File: config.mk
export PLATFORM = sky130hd
export DESIGN_NAME = vc_arbiter
export DESIGN_NICKNAME = d
export VERILOG_FILES = /design/src/rtl/pcie_tl_pkg.sv /design/src/rtl/vc_arb_grant.sv /design/src/rtl/vc_arbiter.sv
export SDC_FILE = /design/constraint.sdc
export NUM_CORES = 1
export LEC_CHECK = 0
export CAP_MARGIN = 20
export CORE_MARGIN = 1
export CORE_UTILIZATION = 35
export DETAILED_ROUTE_END_ITERATION = 10
export PLACE_DENSITY = 0.63
export RECOVER_POWER = 100
export SYNTH_ARGS = -nofsm -noshare
export SYNTH_HDL_FRONTEND = slang
export SYNTH_SLANG_ARGS = --single-unit
export TNS_END_PERCENT = 30
File: constraint.sdc
create_clock -name clk -period 4.25 [get_ports clk]
set_input_delay 0.6375 -clock clk [delete_from_list [all_inputs] [get_ports clk]]
set_output_delay 0.6375 -clock clk [all_outputs]
set_load 0.03 [all_outputs]
File: src/rtl/pcie_tl_pkg.sv
// Shared definitions for the PCIe transaction-layer datapath:
// arbiter FSM encodings, virtual-channel identifiers and default word geometry.
package pcie_tl_pkg;

  typedef enum logic [1:0] {
    ST_IDLE = 2'd0,
    ST_RUN  = 2'd1,
    ST_HOLD = 2'd2
  } arb_state_t;

  localparam logic VC0_ID = 1'b0;
  localparam logic VC1_ID = 1'b1;

  localparam int DEF_DATA_W   = 6;
  localparam int DEF_DEST_BIT = 4;

endpackage

File: src/rtl/vc_arb_grant.sv
// Grant selector for the two virtual channels: fixed VC0 priority with a
// burst limit that hands one grant to VC1 after MAX_BURST back-to-back VC0
// grants while VC1 is waiting. Pops are combinational; burst_cnt is registered.
module vc_arb_grant
  import pcie_tl_pkg::*;
#(
  parameter int MAX_BURST = 4
) (
  input  logic clk,
  input  logic reset,
  input  logic grant_en,
  input  logic empty_vc0,
  input  logic empty_vc1,
  output logic pop_vc0,
  output logic pop_vc1
);

  localparam int BW = $clog2(MAX_BURST + 1);
  localparam logic [BW-1:0] BURST_LIMIT = BW'(MAX_BURST);

  logic [BW-1:0] burst_cnt;

  // Priority select: starved VC1 first, then VC0, then VC1; never pop an empty FIFO
  always_comb begin
    pop_vc0 = 1'b0;
    pop_vc1 = 1'b0;
    if (grant_en) begin
      if ((burst_cnt == BURST_LIMIT) && !empty_vc1) begin
        pop_vc1 = 1'b1;
      end else if (!empty_vc0) begin
        pop_vc0 = 1'b1;
      end else if (!empty_vc1) begin
        pop_vc1 = 1'b1;
      end
    end
  end

  // Count consecutive VC0 grants only while VC1 has something waiting
  always_ff @(posedge clk or negedge reset) begin
    if (!reset) begin
      burst_cnt <= '0;
    end else if (pop_vc1) begin
      burst_cnt <= '0;
    end else if (pop_vc0) begin
      burst_cnt <= empty_vc1 ? '0 : burst_cnt + BW'(1);
    end
  end

endmodule

File: src/rtl/vc_arbiter.sv
// Moves words from the VC0/VC1 FIFOs to the D0/D1 FIFOs. A three-state FSM
// gates popping on link activity and destination back-pressure; a two-stage
// pipeline (pop -> FIFO read data -> push) routes each word by its DEST_BIT.
module vc_arbiter
  import pcie_tl_pkg::*;
#(
  parameter int DATA_W    = DEF_DATA_W,
  parameter int DEST_BIT  = DEF_DEST_BIT,
  parameter int MAX_BURST = 4,
  parameter int CNT_W     = 8
) (
  input  logic              clk,
  input  logic              reset,
  input  logic              active_in,
  input  logic              empty_VC0,
  input  logic              empty_VC1,
  input  logic [DATA_W-1:0] data_VC0,
  input  logic [DATA_W-1:0] data_VC1,
  input  logic              almost_full_D0,
  input  logic              almost_full_D1,
  output logic              pop_VC0,
  output logic              pop_VC1,
  output logic              push_D0,
  output logic              push_D1,
  output logic [DATA_W-1:0] data_out,
  output logic [CNT_W-1:0]  count_D0,
  output logic [CNT_W-1:0]  count_D1,
  output logic [1:0]        arb_state,
  output logic              idle_out
);

  arb_state_t state_reg;
  arb_state_t state_next;
  logic af;
  logic any;
  logic grant_en;
  logic popping;
  logic v1_reg;
  logic vc1_reg;
  logic [DATA_W-1:0] word;
  logic [1:0] push_vec;
  logic [1:0][CNT_W-1:0] cnt_reg;

  function automatic arb_state_t fsm_next(input arb_state_t cur, input logic act,
                                          input logic any_w, input logic af_w);
    arb_state_t nxt;
    nxt = cur;
    case (cur)
      ST_IDLE: if (act && any_w) nxt = af_w ? ST_HOLD : ST_RUN;
      ST_RUN: begin
        if (af_w) nxt = ST_HOLD;
        else if (!act || !any_w) nxt = ST_IDLE;
      end
      ST_HOLD: begin
        if (!act) nxt = ST_IDLE;
        else if (!af_w) nxt = ST_RUN;
      end
      default: nxt = ST_IDLE;
    endcase
    return nxt;
  endfunction

  // Either destination nearing full blocks all pops (head-of-line blocking)
  assign af         = almost_full_D0 | almost_full_D1;
  assign any        = !empty_VC0 | !empty_VC1;
  assign grant_en   = (state_reg == ST_RUN) && active_in && !af;
  assign popping    = pop_VC0 | pop_VC1;
  assign state_next = fsm_next(state_reg, active_in, any, af);
  assign arb_state  = state_reg;
  assign word       = (vc1_reg == VC1_ID) ? data_VC1 : data_VC0;

  vc_arb_grant #(
    .MAX_BURST(MAX_BURST)
  ) u_grant (
    .clk      (clk),
    .reset    (reset),
    .grant_en (grant_en),
    .empty_vc0(empty_VC0),
    .empty_vc1(empty_VC1),
    .pop_vc0  (pop_VC0),
    .pop_vc1  (pop_VC1)
  );

  // FSM state plus idle flag (idle once next state is IDLE with nothing left to push)
  always_ff @(posedge clk or negedge reset) begin
    if (!reset) begin
      state_reg <= ST_IDLE;
      idle_out  <= 1'b1;
    end else begin
      state_reg <= state_next;
      idle_out  <= (state_next == ST_IDLE) && !popping && !v1_reg;
    end
  end

  // Two-stage pipeline: remember the pop, then capture FIFO data and push it
  always_ff @(posedge clk or negedge reset) begin
    if (!reset) begin
      v1_reg   <= 1'b0;
      vc1_reg  <= VC0_ID;
      push_D0  <= 1'b0;
      push_D1  <= 1'b0;
      data_out <= '0;
    end else begin
      v1_reg <= popping;
      if (popping) begin
        vc1_reg <= pop_VC1 ? VC1_ID : VC0_ID;
      end
      push_D0 <= v1_reg && (word[DEST_BIT] == 1'b0);
      push_D1 <= v1_reg && (word[DEST_BIT] == 1'b1);
      if (v1_reg) begin
        data_out <= word;
      end
    end
  end

  assign push_vec = {push_D1, push_D0};

  generate
    for (genvar gi = 0; gi < 2; gi++) begin : g_cnt
      logic [CNT_W-1:0] cnt_q;

      // Saturating count of pushes into this destination
      always_ff @(posedge clk or negedge reset) begin
        if (!reset) begin
          cnt_q <= '0;
        end else if (push_vec[gi] && (cnt_q != {CNT_W{1'b1}})) begin
          cnt_q <= cnt_q + CNT_W'(1);
        end
      end

      assign cnt_reg[gi] = cnt_q;
    end
  endgenerate

  assign count_D0 = cnt_reg[0];
  assign count_D1 = cnt_reg[1];

endmodule

==> reports/qor.json, run 1 <==
{
  "status": {
    "status": "finished, violations left",
    "failed_checks": "max-capacitance violations, max-slew violations"
  },
  "clocking": {
    "worstSkewPairLatency_ns": 0.28,
    "cts_buffer_depth": 2,
    "postcts_setup_bufs": 0,
    "cts.htree.levels": 2,
    "root_buffer_cell": "clkbuf_8",
    "tritoncts": "done",
    "cts.sink_count": 32,
    "cts_made_buffers": 5,
    "post_cts_hold_buffer_count": 0,
    "clk_pin_slew_worst_paths_ns": 0.06,
    "post_cts_resized": 0
  },
  "sta": {
    "fin_max_slew_vios": 33,
    "count_of_endpoints_failing_hold_in_the_final_timing_report": 0,
    "holdWs_ns": 0.516,
    "fmax_mhz": 315,
    "timing.max_slew.rel_slack": -0.113,
    "layout_min_cycle_time_ns": 3.18,
    "rsz0062_at_grt": "false",
    "final.setup.worst_slack_ns": 1.07,
    "setup_viol": 0,
    "timing.final.crit_share": 0.747,
    "clock_skew_ns": 0.00300,
    "max_slew.worst_pin.slew_ns": 1.67,
    "final.setup.tns_ns": 0
  },
  "detailed_routing": {
    "drt_pre_antenna_iters": 6,
    "average_wire_per_standard_cell_um": 13.8,
    "routed_wl_mm": 3.40,
    "route.vias.total": 1323,
    "drt_first_iter_violations": 72,
    "avgViaCountPerCell": 5.36,
    "route.antenna.remaining_nets": 0,
    "drt_drc_violations_left": 0
  },
  "floorplan": {
    "num_rows": 23,
    "design.die.area_um2": 4750,
    "starting_density_of_the_core": 0.378,
    "fp.coreArea_um2": 4140,
    "die_w_um": 68.9,
    "ios": 48,
    "chipHeight_um": 68.9
  },
  "global_route": {
    "antenna_found_initial": 0,
    "grt_max_degree": 33,
    "grt_pass1_wl_mm": 5.69,
    "vias_in_the_first_global_route": 1258,
    "overflow": 0,
    "grtUsageTotal": 0.167
  },
  "yosys": {
    "synthesis.nets": 167,
    "mappedNetlistArea_um2": 1570,
    "ys.warnings.count": 0,
    "count_of_distinct_cell_types_in_the_synthesized_netlist": 39,
    "netlist_instances": 144,
    "synth-async-reset-ratio": 1.00,
    "leading_register_cell_type_out_of_synthesis": "dfrtp_1",
    "ys_ff_latch": 32,
    "post_synth_edffs": 0,
    "syn_area_per_cell_um2": 10.9,
    "share_of_the_yosys_chip_area_belonging_to_registers": 0.512
  },
  "layout": {
    "utilization": 0.520,
    "nFillCells": 383,
    "nets": 219,
    "multiInputGateArea_um2": 707,
    "syn2layout_area_growth_pct": 37.5,
    "n_antenna_cell": 0,
    "share_of_cells_above_drive_strength_1": 0.0711,
    "seq_area_um2": 802,
    "layout.cells.non_filler": 247,
    "final_design_area_no_fill_um2": 2150
  },
  "worst_hold_path": {
    "hold_path.class": "reg -> reg",
    "worst_hold_path_cells": 2
  },
  "power": {
    "netSwitchingPower_uw": 189,
    "power.share.clock": 0.334,
    "vdd.ir_drop.worst_uv": 150,
    "total_power_uw": 702,
    "seqPwrFrac": 0.490,
    "cellInternalPower_uw": 513,
    "share_comb_of_total_power": 0.176,
    "net_sw_frac": 0.270,
    "static_power_due_to_leakage_nw": 0.972,
    "power_per_cell_area_nw_per_um2": 326
  },
  "worst_setup_path": {
    "critPathLaunchType": "input port",
    "reg2regPathDepth": 3,
    "timing.critical_path.to_type": "output port",
    "critical_path_required_ns": 3.61,
    "timing.critical_path.fanout_max": 5,
    "worst-setup-path-type": "in -> out",
    "arrival_time_worst_endpoint_ns": 2.54
  },
  "placed_design": {
    "io_buffer_count": 47,
    "place_congestion": 0.780,
    "dp_cells": 239,
    "post-dp-hpwl_mm": 2.51,
    "placedInstanceArea_um2": 2090,
    "post-place-ws_ns": 1.25
  },
  "job": {
    "max_cap_viols": 1
  }
}
[path summary, 6_finish.rpt]
path                                    startpoint                          endpoint  slack [ns]
max in group asynchronous                    reset  u_grant.burst_cnt[0]$_DFFE_PN0P_        1.96
max                                 almost_full_D1                           pop_VC1        1.07
min in group asynchronous                    reset           count_D1[6]$_DFFE_PN0P_        1.32
min reg2reg                data_out[2]$_DFFE_PN0P_           data_out[2]$_DFFE_PN0P_        0.52
min                        data_out[2]$_DFFE_PN0P_           data_out[2]$_DFFE_PN0P_        0.52
max reg2reg                 arb_state[0]$_DFF_PN0_  u_grant.burst_cnt[2]$_DFFE_PN0P_        2.36
[per-layer routing]
layer | part of all wire | wire length [µm] | vias up | GRT usage
met5 | 0 | 0 | - | 0
met1 | 0.44 | 1490 | 630 | 0.198
li1 | - | - | 643 | -
met2 | 0.49 | 1650 | 43 | 0.272
met4 | 0.017 | 59 | 0 | 0.0765
met3 | 0.058 | 197 | 7 | 0.0559
[cells by family (layout without fill, tap and decap cells)]
logic type                 count (synthesis)  in the layout  synth area share
xor gates and xnor gates                   3              3            0.0168
adders and majority gates                  4              4            0.0320
muxes                                     13             13            0.0895
buffers and inverters                      8             61            0.0208
and+or+nand+nor                           51             51             0.181
DFF                                       32             32             0.512
AOI/OAI and AO/OA                         33             33             0.148
[power by group through the flow]
stage               Combinational [mW]  Clock (mW)  Sequential, mW
global placement                 0.132           0           0.350
CTS                              0.134       0.244           0.345
detailed placement               0.134           0           0.350
global route                     0.135       0.260           0.346
floorplan                       0.0466           0           0.371
finish                           0.123       0.235           0.344
[synth_stat cells, drive strengths merged (2+ instances only)]
| library cell | n | share of area |
|---|---|---|
| nor3 | 4 | 0.013 |
| a21oi | 18 | 0.058 |
| nand2b | 4 | 0.016 |
| o22ai | 2 | 0.0080 |
| and3 | 5 | 0.020 |
| dfrtp | 31 | 0.50 |
| nand3 | 2 | 0.0064 |
| a31oi | 2 | 0.0080 |
| xnor2 | 2 | 0.011 |
| ha | 4 | 0.032 |
| mux2i | 8 | 0.051 |
| nor2 | 11 | 0.026 |
| buf | 2 | 0.0064 |
| nand4 | 7 | 0.028 |
| nand3b | 3 | 0.014 |
| inv | 5 | 0.012 |
| mux2 | 5 | 0.038 |
| nand2 | 7 | 0.017 |
| and4 | 3 | 0.017 |
[worst max-delay path, cell delays in order]
cell           delay (ns)
dlygate4sd3_1        0.54
nor2_1               0.23
nand2_1              0.18
nor3_1               0.19
dlygate4sd3_1        0.76
[cell usage in the layout (no fill, tap or decap), types with 5 or more instances in the layout]
master | netlist | final
dfrtp_1 | 31 | 31
mux2i_1 | 8 | 8
nand4_1 | 7 | 7
clkbuf_8 | 0 | 6
nand2_1 | 7 | 7
inv_1 | 5 | 5
clkdlybuf4s50_1 | 0 | 9
a21oi_1 | 18 | 18
and3_1 | 5 | 5
dlygate4sd3_1 | 0 | 38
nor2_1 | 11 | 11
[layout make-up]
cell class              count  area share
inverters                   5     0.00871
multi-input cells         104       0.328
clock buffers               8      0.0418
repair buffers             48       0.220
flip-flops and latches     32       0.372
well taps                  50      0.0290
Power figures use the tool's default switching activity.
==> inputs of run 2 (changes only) <==
==> constraint.sdc (replaced) <==
create_clock -name clk -period 3 [get_ports clk]
set_input_delay 0.45 -clock clk [delete_from_list [all_inputs] [get_ports clk]]
set_output_delay 0.45 -clock clk [all_outputs]
set_load 0.03 [all_outputs]
==> reports/qor.json, run 2 (synthesis gave the netlist of run 1 again) <==
{
  "floorplan": {
    "design.die.area": {"value": 4750, "unit": "µm²", "change": "unchanged"},
    "chipHeight": {"value": 68.9, "unit": "µm", "change": "unchanged"},
    "fp.coreArea": {"value": 4140, "unit": "µm²", "change": "unchanged"},
    "ios": {"value": 48, "change": "unchanged"},
    "die_w": {"value": 68.9, "unit": "µm", "change": "unchanged"},
    "num_rows": {"value": 23, "change": "unchanged"},
    "starting_density_of_the_core": {"value": 0.378, "change": "unchanged"}
  },
  "global_route": {
    "grtUsageTotal": {"value": 0.164, "change": "-0.00296"},
    "grt_max_degree": {"value": 33, "change": "unchanged"},
    "grt_pass1_wl": {"value": 5.66, "unit": "mm", "change": "-0.60%"},
    "antenna_found_initial": {"value": 0, "change": "unchanged"},
    "vias_in_the_first_global_route": {"value": 1290, "change": "+2.5%"},
    "overflow": {"value": 0, "change": "unchanged"}
  },
  "worst_setup_path": {
    "critical_path_required": {"value": 2.55, "unit": "ns", "change": "-1.06 ns"},
    "timing.critical_path.fanout_max": {"value": 5, "change": "unchanged"},
    "reg2reg_setup_slack": {"value": 1.15, "unit": "ns", "change": "-1.21 ns"},
    "worst-setup-path-type": "in -> out",
    "timing.critical_path.to_type": "output port",
    "reg2regPathDepth": {"value": 3, "change": "unchanged"},
    "arrival_time_worst_endpoint": {"value": 2.28, "unit": "ns", "change": "-0.26 ns"},
    "regToRegEndpoint": "u_grant.burst_cnt[1]$_DFFE_PN0P_",
    "rr_startpoint": "arb_state[0]$_DFF_PN0_",
    "critPathLaunchType": "input port"
  },
  "sta": {
    "setup_viol": {"value": 0, "change": "unchanged"},
    "max_slew.worst_pin.slew": {"value": 1.68, "unit": "ns", "change": "+0.00635 ns"},
    "fin_max_slew_vios": {"value": 33, "change": "unchanged"},
    "rsz0062_at_grt": "false",
    "final.setup.tns": {"value": 0, "unit": "ns", "change": "unchanged"},
    "clock_skew": {"value": 0.00825, "unit": "ns", "change": "+0.00526 ns"},
    "count_of_endpoints_failing_hold_in_the_final_timing_report": {"value": 0, "change": "unchanged"},
    "fmax_mhz": 367,
    "timing.max_slew.rel_slack": {"value": -0.117, "change": "-0.00424"},
    "timing.final.crit_share": 0.909,
    "layout_min_cycle_time_ns": 2.73
  },
  "clocking": {
    "root_buffer_cell": "clkbuf_8",
    "post_cts_hold_buffer_count": {"value": 0, "change": "unchanged"},
    "worstSkewPairLatency": {"value": 0.27, "unit": "ns", "change": "about the same"},
    "cts.htree.levels": {"value": 2, "change": "unchanged"},
    "tritoncts": "done",
    "cts_made_buffers": {"value": 5, "change": "unchanged"},
    "cts_buffer_depth": {"value": 2, "change": "unchanged"},
    "cts.sink_count": {"value": 32, "change": "unchanged"},
    "clk_pin_slew_worst_paths": {"value": 0.05, "unit": "ns", "change": "about the same"},
    "post_cts_resized": {"value": 0, "change": "unchanged"},
    "postcts_setup_bufs": {"value": 0, "change": "unchanged"}
  },
  "placed_design": {
    "post-dp-hpwl": {"value": 2.52, "unit": "mm", "change": "+0.59%"},
    "io_buffer_count": {"value": 47, "change": "unchanged"},
    "place_congestion": {"value": 0.769, "change": "-1.5%"},
    "dp_cells": {"value": 239, "change": "unchanged"}
  },
  "detailed_routing": {
    "drt_drc_violations_left": {"value": 0, "change": "unchanged"},
    "avgViaCountPerCell": {"value": 5.21, "change": "-2.6%"},
    "route.antenna.remaining_nets": {"value": 0, "change": "unchanged"},
    "average_wire_per_standard_cell": {"value": 13.4, "unit": "µm", "change": "-3.0%"},
    "routed_wl": {"value": 3.30, "unit": "mm", "change": "-3.0%"},
    "drt_pre_antenna_iters": {"value": 4, "change": "-2"},
    "route.vias.total": {"value": 1288, "change": "-2.6%"},
    "drt_first_iter_violations": {"value": 69, "change": "-4.2%"}
  },
  "layout": {
    "nets": {"value": 219, "change": "unchanged"},
    "n_antenna_cell": {"value": 0, "change": "unchanged"},
    "share_of_cells_above_drive_strength_1": {"value": 0.0660, "change": "-0.00508"},
    "nFillCells": {"value": 375, "change": "-2.1%"},
    "layout.cells.non_filler": {"value": 247, "change": "unchanged"},
    "final_cell_mix": "dfrtp_1 (31), dlygate4sd3_1 (31), a21oi_1 (18)",
    "syn2layout_area_growth_pct": 36.9
  },
  "worst_hold_path": {
    "hold_path.class": "reg -> reg",
    "worst_hold_path_cells": {"value": 2, "change": "unchanged"},
    "min_delay_worst_endpoint": "data_out[4]$_DFFE_PN0P_",
    "worst_hold_startpoint": "data_out[4]$_DFFE_PN0P_"
  },
  "status": {
    "status": "finished, violations left",
    "failed_checks": "max-capacitance violations, max-slew violations"
  },
  "job": {
    "max_cap_viols": {"value": 1, "change": "unchanged"}
  },
  "power": {
    "vdd.ir_drop.worst": {"value": 249, "unit": "µV", "change": "+66%"},
    "static_power_due_to_leakage": {"value": 0.958, "unit": "nW", "change": "-1.5%"},
    "power_per_cell_area": {"value": 449, "unit": "nW/µm²", "change": "+38%"}
  }
}
## run 2: cell count changes in the layout (fill, tap and decap cells not counted), sizes merged
cell           delta
clkdlybuf4s50     +7
dlygate4sd3       -7
## run 2: per-layer routing
layer  global-route usage  wire, µm  vias up
li1                     -         -      639
met1                0.199      1550      609
met2                0.271      1570       33
met3               0.0411       140        7
met4               0.0791        48        0
met5                    0         0        -
## run 2: how the worst max path moves through the flow
stage	slack [ns]	start	depth (start not counted)	end
finish	0.27	almost_full_D1	5	pop_VC0
global route	0.12	almost_full_D1	5	pop_VC1
CTS	0.34	active_in	5	pop_VC0
detailed placement	0.36	active_in	5	pop_VC0
global placement	0.38	active_in	5	pop_VC0
floorplan	0.93	arb_state[1]$_DFF_PN0_	3	pop_VC0
## run 2: report_power, final
group | leakage (nW) | internal, mW | switching, mW
sequential | 0.402 | 0.461 | 0.0257
clock | 0.0395 | 0.164 | 0.135
combinational | 0.516 | 0.0801 | 0.0960
## run 2: final cells by class
class | instances | area (µm²) | area share
clock buffers | 8 | 80.1 | 0.0373
multi-input cells | 104 | 707 | 0.330
well taps | 50 | 62.6 | 0.0292
flip-flops and latches | 32 | 802 | 0.374
repair buffers | 48 | 474 | 0.221
inverters | 5 | 18.8 | 0.00875
## run 2: through the flow
step                instance area (µm²)  power [mW]  worst slack (ns)  utilization  hold WS, ns
floorplan                          1570       0.592             0.926            -        0.154
detailed placement                 2090       0.686             0.361        0.505        0.500
global placement                   2090       0.681             0.379        0.505        0.480
finish                             2140       0.962             0.274        0.518        0.513
CTS                                2170       0.993             0.343        0.524        0.514
global route                       2140        1.02             0.116        0.518        0.545
## run 2: worst max-delay path: stages
cell and delay (ns):
dlygate4sd3_1 0.54, nor2_1 0.22, nand2_1 0.16, nor3_1 0.20, clkdlybuf4s50_1 0.69
==> inputs of run 3 (changes only) <==
--- a/config.mk
+++ b/config.mk
@@ -5,10 +5,11 @@
 export SDC_FILE = /design/constraint.sdc
 export NUM_CORES = 1
 export LEC_CHECK = 0
-export CAP_MARGIN = 20
 export CORE_MARGIN = 1
 export CORE_UTILIZATION = 35
+export CTS_CLUSTER_SIZE = 40
 export DETAILED_ROUTE_END_ITERATION = 10
+export MAX_ROUTING_LAYER = met4
 export PLACE_DENSITY = 0.63
 export RECOVER_POWER = 100
 export SYNTH_ARGS = -nofsm -noshare
==> reports/qor.json, run 3 (synthesis gave the netlist of run 1 again) <==
{
  "status": {
    "status": "finished, violations left",
    "failed_checks": "max-capacitance violations, max-slew violations"
  },
  "sta": {
    "timing.final.crit_share": {"value": 0.909, "change": "about the same"},
    "count_of_endpoints_failing_hold_in_the_final_timing_report": {"value": 0, "change": "unchanged"},
    "final.setup.tns": {"value": 0, "unit": "ns", "change": "unchanged"},
    "max_slew.worst_pin.slew": {"value": 1.68, "unit": "ns", "change": "+0.000214 ns"},
    "fmax": {"value": 367, "unit": "MHz", "change": "about the same"},
    "holdWs": {"value": 0.513, "unit": "ns", "change": "+0.00000600 ns"},
    "rsz0062_at_grt": "false",
    "fin_max_slew_vios": {"value": 33, "change": "unchanged"},
    "layout_min_cycle_time": {"value": 2.73, "unit": "ns", "change": "-0.000237 ns"},
    "final.setup.worst_slack": {"value": 0.274, "unit": "ns", "change": "+0.000237 ns"},
    "clock_skew": {"value": 0.00819, "unit": "ns", "change": "-0.0000608 ns"},
    "setup_viol": {"value": 0, "change": "unchanged"},
    "timing.max_slew.rel_slack": {"value": -0.117, "change": "-0.000143"}
  },
  "worst_setup_path": {
    "reg2regPathDepth": {"value": 3, "change": "unchanged"},
    "reg2reg_setup_slack": {"value": 1.15, "unit": "ns", "change": "about the same"},
    "critPathLaunchType": "input port",
    "worst-setup-path-type": "in -> out",
    "critical_path_required": {"value": 2.55, "unit": "ns", "change": "about the same"},
    "rr_startpoint": "arb_state[0]$_DFF_PN0_",
    "regToRegEndpoint": "u_grant.burst_cnt[1]$_DFFE_PN0P_",
    "timing.critical_path.fanout_max": {"value": 5, "change": "unchanged"},
    "timing.critical_path.to_type": "output port",
    "arrival_time_worst_endpoint": {"value": 2.28, "unit": "ns", "change": "about the same"}
  },
  "clocking": {
    "tritoncts": "done",
    "postcts_setup_bufs": {"value": 0, "change": "unchanged"},
    "worstSkewPairLatency": {"value": 0.27, "unit": "ns", "change": "about the same"},
    "clk_pin_slew_worst_paths": {"value": 0.05, "unit": "ns", "change": "about the same"},
    "cts_made_buffers": {"value": 5, "change": "unchanged"},
    "cts.htree.levels": {"value": 2, "change": "unchanged"},
    "post_cts_hold_buffer_count": {"value": 0, "change": "unchanged"},
    "post_cts_resized": {"value": 0, "change": "unchanged"},
    "root_buffer_cell": "clkbuf_8",
    "cts_buffer_depth": {"value": 2, "change": "unchanged"},
    "cts.sink_count": {"value": 32, "change": "unchanged"}
  },
  "global_route": {
    "grt_pass1_wl": {"value": 5.66, "unit": "mm", "change": "unchanged"},
    "grt_max_degree": {"value": 33, "change": "unchanged"},
    "antenna_found_initial": {"value": 0, "change": "unchanged"},
    "overflow": {"value": 0, "change": "unchanged"},
    "vias_in_the_first_global_route": {"value": 1290, "change": "unchanged"},
    "grtUsageTotal": {"value": 0.169, "change": "+0.00471"}
  },
  "power": {
    "seqPwrFrac": {"value": 0.505, "change": "about the same"},
    "power_per_cell_area": {"value": 449, "unit": "nW/µm²", "change": "about the same"},
    "vdd.ir_drop.worst": {"value": 249, "unit": "µV", "change": "about the same"},
    "static_power_due_to_leakage": {"value": 0.958, "unit": "nW", "change": "unchanged"},
    "total_power": {"value": 962, "unit": "µW", "change": "about the same"},
    "share_comb_of_total_power": {"value": 0.183, "change": "about the same"},
    "netSwitchingPower": {"value": 257, "unit": "µW", "change": "about the same"},
    "net_sw_frac": {"value": 0.267, "change": "about the same"},
    "power.share.clock": {"value": 0.312, "change": "about the same"},
    "cellInternalPower": {"value": 705, "unit": "µW", "change": "about the same"}
  },
  "detailed_routing": {
    "avgViaCountPerCell": {"value": 5.21, "change": "about the same"},
    "average_wire_per_standard_cell": {"value": 13.4, "unit": "µm", "change": "about the same"},
    "route.vias.total": {"value": 1287, "change": "-0.078%"},
    "routed_wl": {"value": 3.30, "unit": "mm", "change": "about the same"},
    "route.antenna.remaining_nets": {"value": 0, "change": "unchanged"},
    "drt_first_iter_violations": {"value": 69, "change": "unchanged"},
    "drt_drc_violations_left": {"value": 0, "change": "unchanged"},
    "drt_pre_antenna_iters": {"value": 4, "change": "unchanged"}
  },
  "floorplan": {
    "die_w": {"value": 68.9, "unit": "µm", "change": "unchanged"},
    "num_rows": {"value": 23, "change": "unchanged"},
    "chipHeight": {"value": 68.9, "unit": "µm", "change": "unchanged"},
    "design.die.area": {"value": 4750, "unit": "µm²", "change": "unchanged"},
    "starting_density_of_the_core": {"value": 0.378, "change": "unchanged"},
    "fp.coreArea": {"value": 4140, "unit": "µm²", "change": "unchanged"},
    "ios": {"value": 48, "change": "unchanged"}
  },
  "layout": {
    "nets": {"value": 219, "change": "unchanged"},
    "share_of_cells_above_drive_strength_1": {"value": 0.0660, "change": "unchanged"},
    "nFillCells": {"value": 375, "change": "unchanged"},
    "layout.cells.non_filler": {"value": 247, "change": "unchanged"},
    "syn2layout_area_growth": {"value": 36.9, "unit": "%", "change": "unchanged"},
    "final_cell_mix": "dfrtp_1 (31), dlygate4sd3_1 (31), a21oi_1 (18)",
    "n_antenna_cell": {"value": 0, "change": "unchanged"}
  },
  "worst_hold_path": {
    "min_delay_worst_endpoint": "data_out[4]$_DFFE_PN0P_",
    "hold_path.class": "reg -> reg",
    "worst_hold_path_cells": {"value": 2, "change": "unchanged"},
    "worst_hold_startpoint": "data_out[4]$_DFFE_PN0P_"
  },
  "placed_design": {
    "place_congestion": {"value": 0.779, "change": "+1.3%"},
    "dp_cells": {"value": 239, "change": "unchanged"},
    "post-dp-hpwl": {"value": 2.52, "unit": "mm", "change": "unchanged"},
    "post-place-ws": {"value": 0.361, "unit": "ns", "change": "unchanged"},
    "io_buffer_count": {"value": 47, "change": "unchanged"}
  },
  "job": {
    "max_cap_viols": {"value": 1, "change": "unchanged"}
  }
}
==> run 3: worst max-delay path by stage <==
| stage | cells past startpoint | endpoint | startpoint | slack [ns] |
|---|---|---|---|---|
| 2_1_floorplan | 3 | pop_VC0 | arb_state[1]$_DFF_PN0_ | 0.93 |
| 3_3_place_gp | 5 | pop_VC0 | active_in | 0.38 |
| 3_5_place_dp | 5 | pop_VC0 | active_in | 0.36 |
| 4_1_cts | 5 | pop_VC0 | active_in | 0.34 |
| 5_1_grt | 5 | pop_VC1 | almost_full_D1 | 0.12 |
| 6_report | 5 | pop_VC0 | almost_full_D1 | 0.27 |
==> run 3: routing by layer <==
layer  routed length [µm]  share of wire  track usage  vias to the layer above
li1                     -              -            -                      639
met1                 1550           0.47        0.199                      609
met2                 1570           0.47        0.271                       32
met3                  139          0.042       0.0411                        7
met4                   46          0.014       0.0791                        0
met5                    0              0            -                        -
==> run 3: power by group through the flow <==
| stage | Clock [mW] | Sequential [mW] | Combinational (mW) |
|---|---|---|---|
| 3_3_place_gp | 0 | 0.495 | 0.186 |
| 3_5_place_dp | 0 | 0.495 | 0.190 |
| 6_report | 0.300 | 0.486 | 0.176 |
| 2_1_floorplan | 0 | 0.526 | 0.0660 |
| 5_1_grt | 0.334 | 0.491 | 0.192 |
| 4_1_cts | 0.314 | 0.488 | 0.191 |
==> run 3: metrics by stage <==
step | cell area (µm²) | utilization
after floorplan | 1570 | -
after global placement | 2090 | 0.505
after detailed placement | 2090 | 0.505
after CTS | 2170 | 0.524
after global routing | 2140 | 0.518
final | 2140 | 0.518
==> run 3: worst max-delay path: stages <==
cell	delay, ns
dlygate4sd3_1	0.54
nor2_1	0.22
nand2_1	0.16
nor3_1	0.20
clkdlybuf4s50_1	0.69
==> run 3: layout make-up <==
cell class / count / area, µm² / area share
tap: 50 / 62.6 / 0.0292
multi-input combinational: 104 / 707 / 0.330
inverter: 5 / 18.8 / 0.00875
timing repair buffer: 48 / 474 / 0.221
clock buffer: 8 / 80.1 / 0.0373
sequential: 32 / 802 / 0.374
